<file path="src/rtl/spi_slave_shifter.sv">
// SPI mode-0 responder shift engine: synchronizes sck/ssN/mosi into the clockIn
// domain, shifts bytes MSB-first in on mosi and out on miso, and pulses rxValid per byte.
module spi_slave_shifter #(
  parameter int unsigned DATA_WIDTH  = 8,
  parameter int unsigned SYNC_STAGES = 2
) (
  input  logic                  clockIn,
  input  logic                  reset,
  input  logic                  sck,
  input  logic                  ssN,
  input  logic                  mosi,
  output logic                  miso,
  output logic                  misoEn,
  input  logic [DATA_WIDTH-1:0] txData,
  output logic                  txAck,
  output logic [DATA_WIDTH-1:0] rxData,
  output logic                  rxValid,
  output logic                  busy,
  output logic                  frameError
);

  localparam int unsigned CNT_W = $clog2(DATA_WIDTH);
  localparam logic [CNT_W-1:0] LAST_BIT = CNT_W'(DATA_WIDTH - 1);

  typedef enum logic {
    IDLE,
    SHIFT
  } state_t;

  logic [SYNC_STAGES-1:0] r_sckSync;
  logic [SYNC_STAGES-1:0] r_ssSync;
  logic [SYNC_STAGES-1:0] r_mosiSync;
  logic                   r_sckPrev;
  logic                   r_ssPrev;

  state_t                 r_state;
  state_t                 w_stateNext;
  logic [CNT_W-1:0]       r_bitCnt;
  logic                   r_loadNext;
  logic [DATA_WIDTH-2:0]  r_rxShift;
  logic [DATA_WIDTH-1:0]  r_txShift;
  logic [DATA_WIDTH-1:0]  r_rxData;
  logic                   r_rxValid;
  logic                   r_txAck;
  logic                   r_frameError;

  logic                   w_sck;
  logic                   w_ss;
  logic                   w_mosi;
  logic                   w_sckRise;
  logic                   w_sckFall;
  logic                   w_ssRise;
  logic                   w_ssFall;
  logic                   w_loadFrame;
  logic                   w_rxShiftEn;
  logic                   w_txShiftEn;
  logic                   w_txReload;
  logic                   w_abort;
  logic [DATA_WIDTH-1:0]  w_rxNext;

  // ssN chain resets high so a select held low through reset release reads as a new frame.
  always_ff @(posedge clockIn or posedge reset) begin
    if (reset) begin
      r_sckSync  <= '0;
      r_mosiSync <= '0;
      r_ssSync   <= '1;
      r_sckPrev  <= 1'b0;
      r_ssPrev   <= 1'b1;
    end else begin
      r_sckSync  <= {r_sckSync[SYNC_STAGES-2:0], sck};
      r_mosiSync <= {r_mosiSync[SYNC_STAGES-2:0], mosi};
      r_ssSync   <= {r_ssSync[SYNC_STAGES-2:0], ssN};
      r_sckPrev  <= r_sckSync[SYNC_STAGES-1];
      r_ssPrev   <= r_ssSync[SYNC_STAGES-1];
    end
  end

  assign w_sck     = r_sckSync[SYNC_STAGES-1];
  assign w_ss      = r_ssSync[SYNC_STAGES-1];
  assign w_mosi    = r_mosiSync[SYNC_STAGES-1];
  assign w_sckRise = w_sck & ~r_sckPrev;
  assign w_sckFall = ~w_sck & r_sckPrev;
  assign w_ssRise  = w_ss & ~r_ssPrev;
  assign w_ssFall  = ~w_ss & r_ssPrev;

  always_ff @(posedge clockIn or posedge reset) begin
    if (reset) begin
      r_state <= IDLE;
    end else begin
      r_state <= w_stateNext;
    end
  end

  // A deselect in SHIFT takes priority over any SCK edge seen in the same cycle.
  always_comb begin
    w_stateNext = r_state;
    w_loadFrame = 1'b0;
    w_rxShiftEn = 1'b0;
    w_txShiftEn = 1'b0;
    w_txReload  = 1'b0;
    w_abort     = 1'b0;
    unique case (r_state)
      IDLE: begin
        if (w_ssFall) begin
          w_stateNext = SHIFT;
          w_loadFrame = 1'b1;
        end
      end
      SHIFT: begin
        if (w_ssRise) begin
          w_stateNext = IDLE;
          w_abort     = 1'b1;
        end else begin
          w_rxShiftEn = w_sckRise;
          w_txReload  = w_sckFall & r_loadNext;
          w_txShiftEn = w_sckFall & ~r_loadNext;
        end
      end
      default: w_stateNext = IDLE;
    endcase
  end

  // The shift register keeps only W-1 bits; the completed word is assembled with the last mosi bit.
  assign w_rxNext = {r_rxShift, w_mosi};

  always_ff @(posedge clockIn or posedge reset) begin
    if (reset) begin
      r_bitCnt     <= '0;
      r_loadNext   <= 1'b0;
      r_rxShift    <= '0;
      r_txShift    <= '0;
      r_rxData     <= '0;
      r_rxValid    <= 1'b0;
      r_txAck      <= 1'b0;
      r_frameError <= 1'b0;
    end else begin
      r_rxValid    <= 1'b0;
      r_txAck      <= 1'b0;
      r_frameError <= 1'b0;

      if (w_loadFrame || w_txReload) begin
        r_txShift <= txData;
        r_txAck   <= 1'b1;
      end else if (w_txShiftEn) begin
        r_txShift <= r_txShift << 1;
      end

      if (w_loadFrame) begin
        r_bitCnt   <= '0;
        r_loadNext <= 1'b0;
      end else if (w_abort) begin
        r_bitCnt     <= '0;
        r_loadNext   <= 1'b0;
        r_rxShift    <= '0;
        r_frameError <= (r_bitCnt != '0);
      end else begin
        if (w_txReload) begin
          r_loadNext <= 1'b0;
        end
        if (w_rxShiftEn) begin
          r_rxShift <= w_rxNext[DATA_WIDTH-2:0];
          if (r_bitCnt == LAST_BIT) begin
            r_rxData   <= w_rxNext;
            r_rxValid  <= 1'b1;
            r_bitCnt   <= '0;
            r_loadNext <= 1'b1;
          end else begin
            r_bitCnt <= r_bitCnt + 1'b1;
          end
        end
      end
    end
  end

  assign busy       = (r_state == SHIFT);
  assign misoEn     = busy;
  assign miso       = busy & r_txShift[DATA_WIDTH-1];
  assign txAck      = r_txAck;
  assign rxData     = r_rxData;
  assign rxValid    = r_rxValid;
  assign frameError = r_frameError;

endmodule

</file>
<file path="config.mk">
export PLATFORM = sky130hd
export DESIGN_NAME = spi_slave_shifter
export DESIGN_NICKNAME = d
export VERILOG_FILES = /design/src/rtl/spi_slave_shifter.sv
export SDC_FILE = /design/constraint.sdc
export NUM_CORES = 1
export LEC_CHECK = 0
export BUFFER_PORTS_ARGS = -buffer_cell sky130_fd_sc_hd__buf_2
export CAP_MARGIN = 0
export CORE_ASPECT_RATIO = 2
export CORE_MARGIN = 2
export CORE_UTILIZATION = 30
export CTS_CLUSTER_DIAMETER = 30
export DETAILED_ROUTE_END_ITERATION = 6
export GPL_TIMING_DRIVEN = 0
export SYNTH_ARGS = -nofsm -noshare
export SYNTH_HDL_FRONTEND = slang
export SYNTH_SLANG_ARGS = --single-unit
</file>
<file path="constraint.sdc">
create_clock -name clockIn -period 1.7 [get_ports clockIn]
set_input_delay 0.17 -clock clockIn [delete_from_list [all_inputs] [get_ports clockIn]]
set_output_delay 0.17 -clock clockIn [all_outputs]
set_load 0.02 [all_outputs]
</file>
==> flow_summary.ini, run 1 <==
[clock_tree]
clockBufferDepth = 2
root_buffer = clkbuf_8
cts.clk_slew.worst_paths_ns = 0.07
cts_tree = done
clk_latency_ns = 0.29
cts_max_level = 2
cts_buffers = 5
cts.sinks = 39

[timing]
rsz0062_at_grt = no
setup_ws_ns = 0.125
maxSlewHeadroom = 0.437
hold_ws_ns = 0.0340
tightest_slew_ns = 0.843
setup_tns_ns = 0
setup_viol = 0
min_period_over_period = 0.926
clock_skew_ns = 0.00607
maxSlewViolCount = 0
hold_viol = 0
max_freq_mhz = 635
fin_crit_ns = 1.57

[die]
coreArea_sq_mm = 0.00547
die_x_um = 57.2
die_area_sq_mm = 0.00632
pin_count = 27
rows = 38
die_h_um = 110
start_util = 0.311

[place]
numPortBuffers = 26
dp_slack_ns = 0.112
dp_hpwl_mm = 2.43
place.gp.congestion = 0.728

[cells_and_area]
drive_above_1_share = 0.339
postLayoutCoreUtil = 0.373
multi_input_comb_area_sq_um = 609
num-nets-final = 196
antennaDiodeCount = 0
areaGrowthSynthToFinish_pct = 20.1
seq_area_sq_um = 981
fillers = 534

[worst_setup_path]
crit_chain = and2b_1 > clkbuf_1 > o21ai_1 > a32o_1
timing.rr.end = r_bitCnt[1]
cp_slowest_cell = dfstp_2
path_buf_inv = 1
crit_path_start_kind = flop
slowest_delay_ns = 0.58
crit_fanout = 8
cpLargestDelayFamily = flip-flops
r2r-start = r_ssSync[1]
arrival_ns = 1.76
end_kind = flop
r2r_cells = 4
r2r_setup_slack_ns = 0.13
critical_path_class = reg -> reg
cp_data_required_time_ns = 1.88

[route]
vias = 1224
avgRoutedWirePerCell_um = 14.2
wl_mm = 3.41
ant_nets = 0
first_pass_iters = 4
drt_iter0_markers = 33
drc = 0
viasPerCell = 5.10

[global_routing]
grt_pass1_wl_mm = 5.91
grt_usage = 0.119
grt_max_degree = 40
overflow = 0
antenna_found_initial = 0
grt_pass1_vias = 1311

[power]
cellPowerDensity_mw_per_mm2 = 966
max-vdd-ir-drop_v = 0.000598
power.total_mw = 1.97
leakage_nw = 1.00

[yosys]
synthFlopType = dfrtp_1
ys_top_cells_by_area = dfrtp_1 53%, mux2_2 5.3%, nand4_1 5.2%, dfstp_2 4.6%, o221ai_1 3.6%
yosysTopAreaCell = dfrtp_1
async_flop_share = 1.00
syn-num-nets = 158
netlist_instances = 142
ys_top_cells_by_count = 36 x dfrtp_1, 14 x nand4_1, 13 x inv_1, 10 x nand2_1, 8 x mux2_2
ys_ff_latch = 39
synth_edf_count = 0
synth.cell_area_sq_mm = 0.00170
synth_top_area_frac = 0.530
avgSynthCellArea_sq_um = 12.0
synth-seq-area-share = 0.577
yosysMostFrequentCell = dfrtp_1
synthDistinctLibCells = 32
yosysWarnings = 0

[min_path]
worstHoldPathType = in -> async

[status]
outcome = finished, final reports clean

[run]
maxCapViolCount = 0
sequential cells by signal, summed over array words and instances (netlist names):
| name | count |
|---|---|
| busy | 1 |
| frameError | 1 |
| r_bitCnt | 3 |
| r_loadNext | 1 |
| r_mosiSync | 2 |
| r_rxShift | 7 |
| r_sckPrev | 1 |
| r_sckSync | 2 |
| r_ssPrev | 1 |
| r_ssSync | 2 |
| r_txShift | 8 |
| rxData | 8 |
| rxValid | 1 |
| txAck | 1 |
what timing repair did:
item                                    4_1_cts  5_1_grt
buffers inserted                              0        2
endpoints found under the hold margin         3        0
cloned                                        0        0
endpoints found under the setup margin        1        1
gates resized for setup                       1        1
hold buffers                                  3        0
cell type report:
type                    instances  share of cell area
inverters                      14              0.0258
well taps                      60              0.0368
repair buffers                 31              0.0858
clock buffers                   6              0.0405
clock inverters                 1             0.00245
flip-flops and latches         39               0.481
plain buffers                   9              0.0294
multi-input cells              80               0.299
layout by cell type, fill, tap and decap left out, types with 3 or more instances in the layout:
| master | instances |
|---|---|
| dlygate4sd3_1 | 3 |
| a32o_1 | 4 |
| nand4_1 | 14 |
| nand2_1 | 10 |
| dfstp_2 | 3 |
| nand2b_1 | 3 |
| buf_2 | 29 |
| a21oi_1 | 6 |
| o21ai_0 | 3 |
| ha_1 | 3 |
| o31ai_1 | 5 |
| o221ai_1 | 7 |
| buf_4 | 5 |
| inv_1 | 12 |
| clkbuf_8 | 6 |
| mux2_2 | 8 |
| dfrtp_1 | 35 |
routing by layer:
layer,GRT usage,vias to the layer above,wire [um]
li1,-,589,-
met5,0,-,0
met1,0.124,611,1350
met4,0.0636,0,85
met3,0.0258,5,94
met2,0.212,19,1880
worst max-delay path by stage:
stage / from / slack (ns) / end / cells after the start
2_1_floorplan: busy / 0.25 / r_bitCnt[0] / 3
3_3_place_gp: reset / 0.1 / r_bitCnt[0] / 2
3_5_place_dp: r_ssSync[1] / 0.11 / r_bitCnt[0] / 4
4_1_cts: busy / 0.02 / miso / 4
5_1_grt: r_ssPrev / 0.01 / r_rxShift[0] / 4
6_report: r_ssSync[1] / 0.13 / r_bitCnt[1] / 4
cells by family (layout without fill, tap and decap cells):
logic type | Yosys count | after routing | share of synthesized area
muxes | 8 | 8 | 0.0530
DFF | 39 | 39 | 0.577
buffers and inverters | 23 | 61 | 0.0648
and+or+nand+nor | 41 | 41 | 0.149
AOI/OAI and AO/OA | 28 | 28 | 0.135
adders and majority gates | 3 | 3 | 0.0221
stage by stage:
| step | cells | instance area (sq um) |
|---|---|---|
| 2_1_floorplan | 142 | 1700 |
| 3_5_place_dp | 228 | 1900 |
| 3_3_place_gp | 228 | 1900 |
| 6_report | 240 | 2040 |
| 4_1_cts | 238 | 2020 |
| 5_1_grt | 240 | 2040 |
power by group:
part | switching [mW] | total, mW | internal, mW | leakage, nW
clock | 0.311 | 0.629 | 0.318 | 0.0470
sequential | 0.0522 | 1.07 | 1.01 | 0.504
combinational | 0.158 | 0.276 | 0.118 | 0.452
total | 0.521 | 1.97 | 1.45 | 1.00
(Power assumes the default switching activity.)
==> run 2, diff against run 1 <==
- CORE_UTILIZATION: 30 -> 34
- GPL_ROUTABILITY_DRIVEN: not set -> 0
==> run 2 against run 1 <==
  * Final cell count decreased by 2.1%
  * First-iteration DRC count decreased by 6.1%
  * Global-route usage increased by 2.3 points
  * Clock skew decreased by 0.0010 ns
  * Hold slack got worse by 0.0098 ns
  * Largest power group unchanged
==> flow_summary.ini, run 2 (synthesized netlist as in run 1, its figures left out) <==
[status]
outcome = finished, final reports clean

[place]
place_area_sq_mm = 0.00190
dp_hpwl_mm = 2.53
numPortBuffers = 26
dp_slack_ns = 0.0824
place_inst = 225

[clock_tree]
cts_buffers = 5
postCtsSetupBuffers = 0
clockBufferDepth = 2
cts_max_level = 2
clk_latency_ns = 0.28
cts.clk_slew.worst_paths_ns = 0.07
root_buffer = clkbuf_8
cts.sinks = 39
cts_tree = done

[power]
power_frac_clock = 0.336
cellPowerDensity_mw_per_mm2 = 995
switching_share = 0.260
p_comb_frac = 0.134
switchingPower_uw = 525
max-vdd-ir-drop_v = 0.000560
power.total_mw = 2.02
p_int_mw = 1.49
seqPwrFrac = 0.530
leakage_nw = 0.997

[route]
avgRoutedWirePerCell_um = 15.0
drc = 0
vias = 1263
first_pass_iters = 4
ant_nets = 0
drt_iter0_markers = 31
viasPerCell = 5.37
wl_mm = 3.52

[timing]
maxSlewViolCount = 0
setup_tns_ns = 0
fin_crit_ns = 1.64
setup_ws_ns = 0.0649
maxSlewHeadroom = 0.462
tightest_slew_ns = 0.805
setup_viol = 0
min_period_over_period = 0.962
hold_ws_ns = 0.0242
rsz0062_at_grt = no
hold_viol = 0
clock_skew_ns = 0.00503
max_freq_mhz = 612

[cells_and_area]
areaGrowthSynthToFinish_pct = 19.5
final_cells = 235
final_cell_mix = 35 x dfrtp_1, 29 x buf_2, 14 x nand4_1, 12 x inv_1, 10 x nand2_1
layout_commonest_cell = dfrtp_1
antennaDiodeCount = 0
fin_area_sq_mm = 0.00203
postLayoutCoreUtil = 0.417
drive_above_1_share = 0.331
num-nets-final = 193

[worst_setup_path]
cp_data_required_time_ns = 1.53
crit_path_start_kind = flop
arrival_ns = 1.47
end_kind = primary output
crit_fanout = 10
critical_path_class = reg -> out

[min_path]
worstHoldPathType = in -> async

[global_routing]
overflow = 0
grt_pass1_vias = 1331
grt_pass1_wl_mm = 5.95
antenna_found_initial = 0
grt_max_degree = 40
grt_usage = 0.142

[die]
coreArea_sq_mm = 0.00486
pin_count = 27
die_area_sq_mm = 0.00561
rows = 36
start_util = 0.349
die_h_um = 104
die_x_um = 54.0

[run]
maxCapViolCount = 0
run 2: cell types whose count changed in the layout (fill, tap and decap cells not counted):
cell      before  now
buf_4          5    3
clkbuf_8       6    7
clkinv_2       1    0
run 2: area by class of cell:
| type | count | area, sq um |
|---|---|---|
| Buffer | 8 | 56.3 |
| Multi-Input combinational cell | 80 | 609 |
| Clock buffer | 8 | 100 |
| Timing Repair Buffer | 29 | 160 |
| Fill cell | 482 | 2830 |
| Inverter | 14 | 52.6 |
| Sequential cell | 39 | 981 |
| Tap cell | 57 | 71.3 |
run 2: power by group through the flow:
stage | Clock (mW) | Combinational [mW] | Sequential [mW]
detailed placement | 0 | 0.265 | 1.09
global placement | 0 | 0.252 | 1.08
CTS | 0.699 | 0.273 | 1.07
floorplan | 0 | 0.187 | 1.08
global route | 0.738 | 0.303 | 1.08
finish | 0.680 | 0.270 | 1.07
run 2: worst max-delay path: stages, from the launching register on:
cell and delay [ns]:
dfrtp_2 0.46, buf_4 0.21, clkbuf_4 0.21, and2_1 0.14
buf_2 0.16
run 2: path summary, 6_finish.rpt:
check | cells past startpoint | to | slack (ns) | startpoint
hold / removal | 2 | r_mosiSync[0] | 0.02 | reset
max in group asynchronous | 2 | busy | 1.11 | reset
min in group clockIn | 2 | r_txShift[0] | 0.11 | txData[0]
setup / recovery | 4 | miso | 0.06 | busy
setup reg to reg | 5 | r_txShift[0] | 0.16 | r_ssSync[1]
hold reg to reg | 0 | r_sckSync[1] | 0.36 | r_sckSync[0]
run 2: timing repair:
action / 4_1_cts / 5_1_grt
resized for setup: 1 / 1
endpoints found under the hold margin: 3 / 0
pin swaps: 0 / 0
hold buffers: 3 / 0
endpoints found under the setup margin: 1 / 6
run 2: per-layer routing:
layer | vias up | GRT usage | share of wire
met1 | 631 | 0.146 | 0.38
met3 | 6 | 0.0302 | 0.041
met5 | - | 0 | 0
met4 | 0 | 0.0893 | 0.018
met2 | 39 | 0.244 | 0.56
li1 | 587 | - | -
